--- src/rtl/multicycle_control_unit_pkg.sv ---
// Shared types and encodings for the multicycle ARM-subset control unit.
// Datapath mux selects, ALU codes, DP commands and condition codes.
package cpu_ctrl_pkg;

    typedef enum logic [3:0] {
        S_IDLE,
        S_FETCH,
        S_DECODE,
        S_EXECR,
        S_EXECI,
        S_ALUWB,
        S_MEMADR,
        S_MEMRD,
        S_MEMWB,
        S_MEMWR,
        S_BRANCH,
        S_HALT
    } state_t;

    localparam logic [3:0] ALU_ADD = 4'b0000;
    localparam logic [3:0] ALU_SUB = 4'b0001;
    localparam logic [3:0] ALU_AND = 4'b0010;
    localparam logic [3:0] ALU_ORR = 4'b0011;

    localparam logic [1:0] SRCA_RN     = 2'b00;
    localparam logic [1:0] SRCA_PC     = 2'b01;
    localparam logic [1:0] SRCA_ALUOUT = 2'b10;

    localparam logic [1:0] SRCB_RM   = 2'b00;
    localparam logic [1:0] SRCB_IMM  = 2'b01;
    localparam logic [1:0] SRCB_FOUR = 2'b10;

    localparam logic [1:0] IMM_DP  = 2'b00;
    localparam logic [1:0] IMM_MEM = 2'b01;
    localparam logic [1:0] IMM_BR  = 2'b10;

    localparam logic [1:0] RES_ALUOUT = 2'b00;
    localparam logic [1:0] RES_MEM    = 2'b01;
    localparam logic [1:0] RES_ALU    = 2'b10;

    localparam logic [1:0] OP_DP  = 2'b00;
    localparam logic [1:0] OP_MEM = 2'b01;
    localparam logic [1:0] OP_BR  = 2'b10;

    localparam logic [3:0] CMD_AND = 4'b0000;
    localparam logic [3:0] CMD_SUB = 4'b0010;
    localparam logic [3:0] CMD_ADD = 4'b0100;
    localparam logic [3:0] CMD_CMP = 4'b1010;
    localparam logic [3:0] CMD_ORR = 4'b1100;

    localparam logic [3:0] COND_EQ = 4'h0;
    localparam logic [3:0] COND_NE = 4'h1;
    localparam logic [3:0] COND_CS = 4'h2;
    localparam logic [3:0] COND_CC = 4'h3;
    localparam logic [3:0] COND_MI = 4'h4;
    localparam logic [3:0] COND_PL = 4'h5;
    localparam logic [3:0] COND_VS = 4'h6;
    localparam logic [3:0] COND_VC = 4'h7;
    localparam logic [3:0] COND_HI = 4'h8;
    localparam logic [3:0] COND_LS = 4'h9;
    localparam logic [3:0] COND_GE = 4'hA;
    localparam logic [3:0] COND_LT = 4'hB;
    localparam logic [3:0] COND_GT = 4'hC;
    localparam logic [3:0] COND_LE = 4'hD;
    localparam logic [3:0] COND_AL = 4'hE;
    localparam logic [3:0] COND_NV = 4'hF;

    function automatic logic [3:0] cmd_to_alu(input logic [3:0] cmd);
        case (cmd)
            CMD_SUB, CMD_CMP: return ALU_SUB;
            CMD_AND:          return ALU_AND;
            CMD_ORR:          return ALU_ORR;
            default:          return ALU_ADD;
        endcase
    endfunction

    function automatic logic cmd_valid(input logic [3:0] cmd);
        return cmd inside {CMD_AND, CMD_SUB, CMD_ADD, CMD_CMP, CMD_ORR};
    endfunction

endpackage

--- src/rtl/multicycle_control_unit_if.sv ---
// Control unit <-> datapath bundle.
// master is the sequencer, slave is the datapath side.
interface multicycle_control_unit_if;

    logic [31:0] instr;
    logic [3:0]  alu_flags;
    logic        mem_ready;
    logic        pc_we;
    logic        ir_we;
    logic        mem_we;
    logic        reg_we;
    logic        adr_src;
    logic [1:0]  alu_src_a;
    logic [1:0]  alu_src_b;
    logic [1:0]  imm_src;
    logic [1:0]  result_src;
    logic [3:0]  alu_control;
    logic [3:0]  flags;
    logic        retire;
    logic        halted;

    modport master (
        input  instr, alu_flags, mem_ready,
        output pc_we, ir_we, mem_we, reg_we, adr_src,
        output alu_src_a, alu_src_b, imm_src, result_src,
        output alu_control, flags, retire, halted
    );

    modport slave (
        output instr, alu_flags, mem_ready,
        input  pc_we, ir_we, mem_we, reg_we, adr_src,
        input  alu_src_a, alu_src_b, imm_src, result_src,
        input  alu_control, flags, retire, halted
    );

endinterface

--- src/rtl/multicycle_control_unit_cond_check.sv ---
// ARM condition-code evaluation against registered NZCV.
// Purely combinational; NV (1111) never passes.
module cond_check
    import cpu_ctrl_pkg::*;
(
    input  logic [3:0] i_cond,
    input  logic [3:0] i_flags,
    output logic       o_cond_ok
);

    logic w_n, w_z, w_c, w_v;

    assign {w_n, w_z, w_c, w_v} = i_flags;

    always_comb begin
        o_cond_ok = 1'b0;
        case (i_cond)
            COND_EQ: o_cond_ok = w_z;
            COND_NE: o_cond_ok = !w_z;
            COND_CS: o_cond_ok = w_c;
            COND_CC: o_cond_ok = !w_c;
            COND_MI: o_cond_ok = w_n;
            COND_PL: o_cond_ok = !w_n;
            COND_VS: o_cond_ok = w_v;
            COND_VC: o_cond_ok = !w_v;
            COND_HI: o_cond_ok = w_c && !w_z;
            COND_LS: o_cond_ok = !w_c || w_z;
            COND_GE: o_cond_ok = (w_n == w_v);
            COND_LT: o_cond_ok = (w_n != w_v);
            COND_GT: o_cond_ok = !w_z && (w_n == w_v);
            COND_LE: o_cond_ok = w_z || (w_n != w_v);
            COND_AL: o_cond_ok = 1'b1;
            default: o_cond_ok = 1'b0;
        endcase
    end

endmodule

--- src/rtl/multicycle_control_unit.sv ---
// Multicycle sequencer: steps fetch/decode/execute/memory/writeback and
// drives every datapath enable and select; owns the NZCV register.
module multicycle_control_unit
    import cpu_ctrl_pkg::*;
(
    input  logic clk,
    input  logic reset,
    multicycle_control_unit_if.master bus
);

    state_t     r_state;
    state_t     w_next;
    logic [3:0] r_flags;
    logic       w_cond_ok;

    logic [1:0] w_op;
    logic [3:0] w_cmd;
    logic [3:0] w_rd;
    logic       w_i, w_s, w_u;
    logic       w_is_cmp, w_arith, w_exec, w_unused;

    logic       w_pc_we, w_ir_we, w_mem_we, w_reg_we, w_adr_src;
    logic [1:0] w_src_a, w_src_b, w_imm_src, w_res_src;
    logic [3:0] w_alu;
    logic       w_retire, w_halted;

    assign w_op     = bus.instr[27:26];
    assign w_i      = bus.instr[25];
    assign w_cmd    = bus.instr[24:21];
    assign w_u      = bus.instr[23];
    assign w_s      = bus.instr[20];
    assign w_rd     = bus.instr[15:12];
    assign w_unused = ^{bus.instr[19:16], bus.instr[11:0]};

    assign w_is_cmp = (w_cmd == CMD_CMP);
    assign w_arith  = w_cmd inside {CMD_ADD, CMD_SUB, CMD_CMP};
    assign w_exec   = (r_state == S_EXECR) || (r_state == S_EXECI);

    cond_check u_cond (
        .i_cond    (bus.instr[31:28]),
        .i_flags   (r_flags),
        .o_cond_ok (w_cond_ok)
    );

    always_ff @(posedge clk or posedge reset) begin
        if (reset) r_state <= S_IDLE;
        else       r_state <= w_next;
    end

    // Logical ops leave C and V untouched
    always_ff @(posedge clk or posedge reset) begin
        if (reset) begin
            r_flags <= 4'b0000;
        end else if (w_exec && w_cond_ok && (w_s || w_is_cmp)) begin
            r_flags[3:2] <= bus.alu_flags[3:2];
            if (w_arith) r_flags[1:0] <= bus.alu_flags[1:0];
        end
    end

    always_comb begin
        w_next    = r_state;
        w_pc_we   = 1'b0;
        w_ir_we   = 1'b0;
        w_mem_we  = 1'b0;
        w_reg_we  = 1'b0;
        w_adr_src = 1'b0;
        w_src_a   = SRCA_RN;
        w_src_b   = SRCB_RM;
        w_imm_src = IMM_DP;
        w_res_src = RES_ALUOUT;
        w_alu     = ALU_ADD;
        w_retire  = 1'b0;
        w_halted  = 1'b0;
        unique case (r_state)
            S_IDLE: w_next = S_FETCH;
            S_FETCH: begin
                w_src_a   = SRCA_PC;
                w_src_b   = SRCB_FOUR;
                w_res_src = RES_ALU;
                if (bus.mem_ready) begin
                    w_ir_we = 1'b1;
                    w_pc_we = 1'b1;
                    w_next  = S_DECODE;
                end
            end
            S_DECODE: begin
                w_src_a = SRCA_PC;
                w_src_b = SRCB_FOUR;
                if (!w_cond_ok) begin
                    w_retire = 1'b1;
                    w_next   = S_FETCH;
                end else begin
                    case (w_op)
                        OP_DP: begin
                            if (!cmd_valid(w_cmd)) w_next = S_HALT;
                            else if (w_i)          w_next = S_EXECI;
                            else                   w_next = S_EXECR;
                        end
                        OP_MEM:  w_next = S_MEMADR;
                        OP_BR:   w_next = S_BRANCH;
                        default: w_next = S_HALT;
                    endcase
                end
            end
            S_EXECR: begin
                w_alu  = cmd_to_alu(w_cmd);
                w_next = S_ALUWB;
            end
            S_EXECI: begin
                w_src_b = SRCB_IMM;
                w_alu   = cmd_to_alu(w_cmd);
                w_next  = S_ALUWB;
            end
            S_ALUWB: begin
                if (!w_is_cmp) begin
                    if (w_rd == 4'hF) w_pc_we  = 1'b1;
                    else              w_reg_we = 1'b1;
                end
                w_retire = 1'b1;
                w_next   = S_FETCH;
            end
            S_MEMADR: begin
                w_src_b   = SRCB_IMM;
                w_imm_src = IMM_MEM;
                w_alu     = w_u ? ALU_ADD : ALU_SUB;
                w_next    = w_s ? S_MEMRD : S_MEMWR;
            end
            S_MEMRD: begin
                w_adr_src = 1'b1;
                if (bus.mem_ready) w_next = S_MEMWB;
            end
            S_MEMWB: begin
                w_res_src = RES_MEM;
                w_reg_we  = 1'b1;
                w_retire  = 1'b1;
                w_next    = S_FETCH;
            end
            S_MEMWR: begin
                w_adr_src = 1'b1;
                w_mem_we  = 1'b1;
                if (bus.mem_ready) begin
                    w_retire = 1'b1;
                    w_next   = S_FETCH;
                end
            end
            S_BRANCH: begin
                w_src_a   = SRCA_ALUOUT;
                w_src_b   = SRCB_IMM;
                w_imm_src = IMM_BR;
                w_res_src = RES_ALU;
                w_pc_we   = 1'b1;
                w_retire  = 1'b1;
                w_next    = S_FETCH;
            end
            S_HALT:  w_halted = 1'b1;
            default: w_next = S_IDLE;
        endcase
    end

    assign bus.pc_we       = w_pc_we;
    assign bus.ir_we       = w_ir_we;
    assign bus.mem_we      = w_mem_we;
    assign bus.reg_we      = w_reg_we;
    assign bus.adr_src     = w_adr_src;
    assign bus.alu_src_a   = w_src_a;
    assign bus.alu_src_b   = w_src_b;
    assign bus.imm_src     = w_imm_src;
    assign bus.result_src  = w_res_src;
    assign bus.alu_control = w_alu;
    assign bus.flags       = r_flags;
    assign bus.retire      = w_retire;
    assign bus.halted      = w_halted;

endmodule
--- src/flat_wrapper.sv ---
// flat-port wrapper written by rule: the top's interface ports become plain ports
module multicycle_control_unit_flat import cpu_ctrl_pkg::*;
  (clk, reset, bus_instr, bus_alu_flags, bus_mem_ready, bus_pc_we, bus_ir_we, bus_mem_we, bus_reg_we, bus_adr_src, bus_alu_src_a, bus_alu_src_b, bus_imm_src, bus_result_src, bus_alu_control, bus_flags, bus_retire, bus_halted);
  multicycle_control_unit_if bus_i ();
  input  logic clk;
  input  logic reset;
  input wire logic [$bits(bus_i.instr)-1:0] bus_instr;
  input wire logic [$bits(bus_i.alu_flags)-1:0] bus_alu_flags;
  input wire logic [$bits(bus_i.mem_ready)-1:0] bus_mem_ready;
  output wire logic [$bits(bus_i.pc_we)-1:0] bus_pc_we;
  output wire logic [$bits(bus_i.ir_we)-1:0] bus_ir_we;
  output wire logic [$bits(bus_i.mem_we)-1:0] bus_mem_we;
  output wire logic [$bits(bus_i.reg_we)-1:0] bus_reg_we;
  output wire logic [$bits(bus_i.adr_src)-1:0] bus_adr_src;
  output wire logic [$bits(bus_i.alu_src_a)-1:0] bus_alu_src_a;
  output wire logic [$bits(bus_i.alu_src_b)-1:0] bus_alu_src_b;
  output wire logic [$bits(bus_i.imm_src)-1:0] bus_imm_src;
  output wire logic [$bits(bus_i.result_src)-1:0] bus_result_src;
  output wire logic [$bits(bus_i.alu_control)-1:0] bus_alu_control;
  output wire logic [$bits(bus_i.flags)-1:0] bus_flags;
  output wire logic [$bits(bus_i.retire)-1:0] bus_retire;
  output wire logic [$bits(bus_i.halted)-1:0] bus_halted;
  assign bus_i.instr = bus_instr;
  assign bus_i.alu_flags = bus_alu_flags;
  assign bus_i.mem_ready = bus_mem_ready;
  assign bus_pc_we = bus_i.pc_we;
  assign bus_ir_we = bus_i.ir_we;
  assign bus_mem_we = bus_i.mem_we;
  assign bus_reg_we = bus_i.reg_we;
  assign bus_adr_src = bus_i.adr_src;
  assign bus_alu_src_a = bus_i.alu_src_a;
  assign bus_alu_src_b = bus_i.alu_src_b;
  assign bus_imm_src = bus_i.imm_src;
  assign bus_result_src = bus_i.result_src;
  assign bus_alu_control = bus_i.alu_control;
  assign bus_flags = bus_i.flags;
  assign bus_retire = bus_i.retire;
  assign bus_halted = bus_i.halted;
  multicycle_control_unit u_core (.clk(clk), .reset(reset), .bus(bus_i));
endmodule
--- config.mk ---
export PLATFORM = sky130hd
export DESIGN_NAME = multicycle_control_unit_flat
export DESIGN_NICKNAME = d
export VERILOG_FILES = /design/src/rtl/multicycle_control_unit_pkg.sv /design/src/rtl/multicycle_control_unit_if.sv /design/src/rtl/multicycle_control_unit_cond_check.sv /design/src/rtl/multicycle_control_unit.sv /design/src/flat_wrapper.sv
export SDC_FILE = /design/constraint.sdc
export NUM_CORES = 1
export LEC_CHECK = 0
export ABC_AREA = 1
export CAP_MARGIN = 20
export CELL_PAD_IN_SITES_DETAIL_PLACEMENT = 1
export CELL_PAD_IN_SITES_GLOBAL_PLACEMENT = 1
export CORE_MARGIN = 3
export CORE_UTILIZATION = 23
export CTS_CLUSTER_DIAMETER = 150
export CTS_CLUSTER_SIZE = 40
export DETAILED_ROUTE_END_ITERATION = 6
export PLACE_DENSITY = 0.9
export SYNTH_ARGS = -nofsm -noshare
export SYNTH_HDL_FRONTEND = slang
export SYNTH_HIERARCHICAL = 1
export SYNTH_SLANG_ARGS = --single-unit
--- constraint.sdc ---
create_clock -name clk -period 2.15 [get_ports clk]
set_clock_uncertainty 0.2 [all_clocks]
set_input_delay 0.3225 -clock clk [delete_from_list [all_inputs] [get_ports clk]]
set_output_delay 0.3225 -clock clk [all_outputs]
set_load 0.05 [all_outputs]
==> flow_summary_export.csv <==
group,metric,value,unit
run_status,status,"finished with violations",
run_status,violations,"negative setup slack",
sta,worst_slack,-0.0189,ns
synthesis,synth.avg_cell_area,5.32,sq um
power_and_ir_drop,p_leak,0.895,nW
placement,io_buffer_count,43,
detailed_routing,wire_per_inst,13.4,microns
worst_hold_path,worstHoldPathType,"primary input to async pin",
die,row_count,23,
cts,clock_latency,0.22,ns
cts,hold_buffers,0,
die,fp.dieW,73.3,microns
sta,maxSlewHeadroom,66.8,%
sta,slew_violations,0,
placement,place.gp.congestion,0.804,
sta,hold_violations,0,
grt,grt_pass1_vias,1367,
die,core,4170,sq um
grt,grt_max_degree,9,
setup_path,worstPathMaxFanout,7,
grt,gr-total-overflow,0,
cts,path_clk_slew,0.04,ns
setup_path,critPathKind,"flop to output pin",
sta,finalSetupViolations,2,
cts,htreeDepth,1,
synthesis,ys_seq_area_share,19.2,%
die,ios,62,
sta,finalCriticalPeriod,2.17,ns
sta,fmax,0.461,GHz
power_and_ir_drop,total_power,0.00235,W
setup_path,cp.arrival,1.65,ns
synthesis,synth_cell_types,23,
detailed_routing,drt-total-wl,3960,microns
power_and_ir_drop,power-per-cell-area,1270,nW/um^2
sta,rsz0062_at_grt,"true",
die,die_area,5380,sq um
cts,tritoncts,"built",
die,start_util,25.0,%
placement,place_ws,-0.344,ns
final_layout,drive_gt1_share,24.8,%
synthesis,synth.cell_area,1040,sq um
final_layout,antenna_cells,0,
setup_path,worstPathRequired,1.63,ns
synthesis,synth-seq-cells,8,
cts,cts.sinks,8,
run,drv_cap,0,
cts,cts_buffer_depth,2,
final_layout,final_nets,288,
die,die_y,73.3,microns
power_and_ir_drop,peakVddDrop,0.306,mV
setup_path,worst_setup_path_start_kind,"flop",
sta,worst_slew_pin_slew,0.497,ns
synthesis,syn_inst,196,
grt,track_usage,14.8,%
detailed_routing,dr.pass1.iters,4,
detailed_routing,first_iter_violations,25,
final_layout,synthToLayoutAreaGrowth,77.9,%
cts,cts_buffers,3,
placement,dp_hpwl,3240,microns
detailed_routing,via_count,1370,
placement,dp_cells,290,
final_layout,finalNonFillerCells,296,
grt,antenna_found_initial,0,
setup_path,crit_path_end_kind,"output pin",
grt,grt_pass1_wl,6340,microns
synthesis,ys_warn_count,6,
detailed_routing,final_antenna_net_count,0,
detailed_routing,drc_errors,0,
sta,finalCritPeriodShare,101,%
cts,root_buffer,"clkbuf_8",
detailed_routing,vias_per_cell,4.63,
-- power breakdown --
part	switching, W	internal, W
clock network	0.0000570	0.000128
logic	0.00112	0.000725
registers	0.000103	0.000218
-- cell families after synthesis --
| logic type | count (synthesis) | synth area share [%] |
|---|---|---|
| simple gates | 135 | 55.6 |
| fa+ha+maj | 2 | 2.40 |
| compound gates | 14 | 8.40 |
| flops | 8 | 19.2 |
| buf+inv | 36 | 14.0 |
| other cells | 1 | 0.360 |
-- critical path, stage by stage, from the launching register on --
cell	delay (ns)
dfrtp_1	0.47
inv_4	0.09
nor2_1	0.17
nand2_1	0.22
o221ai_2	0.29
buf_12	0.17
-- placed cells by master, fill, tap and decap left out, types with 2 or more instances in the layout --
cell and count:
nand2_1 68, nand3_1 19, nand2_2 10, nor2_1 19, inv_1 28, dfrtp_1 4
ha_1 2, o21ai_2 2, a21oi_1 5, dfrtp_2 4, dlygate4sd2_1 2, nand4_1 3
buf_12 17, nor2_4 2, clkinv_1 2, o21ai_0 2, clkdlybuf4s50_1 22, conb_1 2
buf_4 5, nor3_1 2, clkbuf_8 3, nor2_2 8, inv_2 2
-- worst paths after layout --
check,startpoint,end,slack [ns],cells after the start
max reg2reg,u_core/bus.flags[0],u_core/r_state[3],0.20,16
min,reset,u_core/bus.flags[2],0.18,2
min reg2reg,u_core/bus.flags[1],u_core/bus.flags[1],0.36,2
min in group clk,u_core/bus.flags[1],u_core/bus.flags[1],0.36,2
max,u_core/r_state[0],bus_pc_we,-0.02,5
max in group asynchronous,reset,u_core/bus.flags[0],1.32,2
-- sequential cells by signal, summed over array words and instances (netlist names) --
signal            flops
u_core/bus.flags      4
u_core/r_state        4
-- routing by layer --
metal | share of wire, % | wire length (microns) | vias up | GRT usage, %
met5 | 0 | 0 | - | 0
met4 | 1.1 | 45 | 0 | 4.43
met3 | 2.6 | 102 | 4 | 1.09
met2 | 52 | 2070 | 28 | 26.5
met1 | 44 | 1740 | 633 | 18.9
li1 | - | - | 705 | -
-- cell type report --
cell class / instances / area [sq um]
Timing Repair Buffer: 48 / 631
Clock buffer: 4 / 45.0
Tap cell: 50 / 62.6
Sequential cell: 8 / 205
Fill cell: 527 / 2320
Inverter: 33 / 126
Multi-Input combinational cell: 153 / 785
-- through the flow --
stage	setup TNS (ns)	hold slack, ns	area, sq um	utilization, %
after floorplan	-0.185	-0.0620	1090	-
after global placement	-1.61	0.325	1750	41.9
after detailed placement	-2.19	0.342	1750	41.9
after CTS	-0.0602	0.189	1800	43.1
after global routing	-0.425	0.199	1850	44.4
final	-0.0305	0.183	1850	44.4
-- cell usage after synthesis --
master	count	share of area [%]
nor2_4	1	1.1
nand2_2	5	3.0
ha_1	2	2.4
nand4_1	3	1.8
nor3_1	3	1.4
inv_2	1	0.36
o21ai_0	4	1.9
buf_4	3	2.2
conb_1	1	0.36
inv_1	30	11
dfrtp_1	8	19
nand3b_1	1	0.72
clkinv_1	2	0.72
nand3_1	20	9.6
nand2_1	73	26
nor2_2	4	2.4
o21a_1	1	0.72
o221ai_1	2	1.7
and2_1	1	0.60
a31o_2	1	0.84
nor2_1	24	8.6
o21ai_2	1	0.84
a21oi_1	5	2.4
-- timing repair --
item,in CTS,in global routing
resized for setup,8,16
buffers inserted,0,2
endpoints found under the hold margin,0,0
pin swaps,2,1
gates cloned,0,0
endpoints found under the setup margin,5,10
No activity file was read; power rests on OpenSTA's default activity.
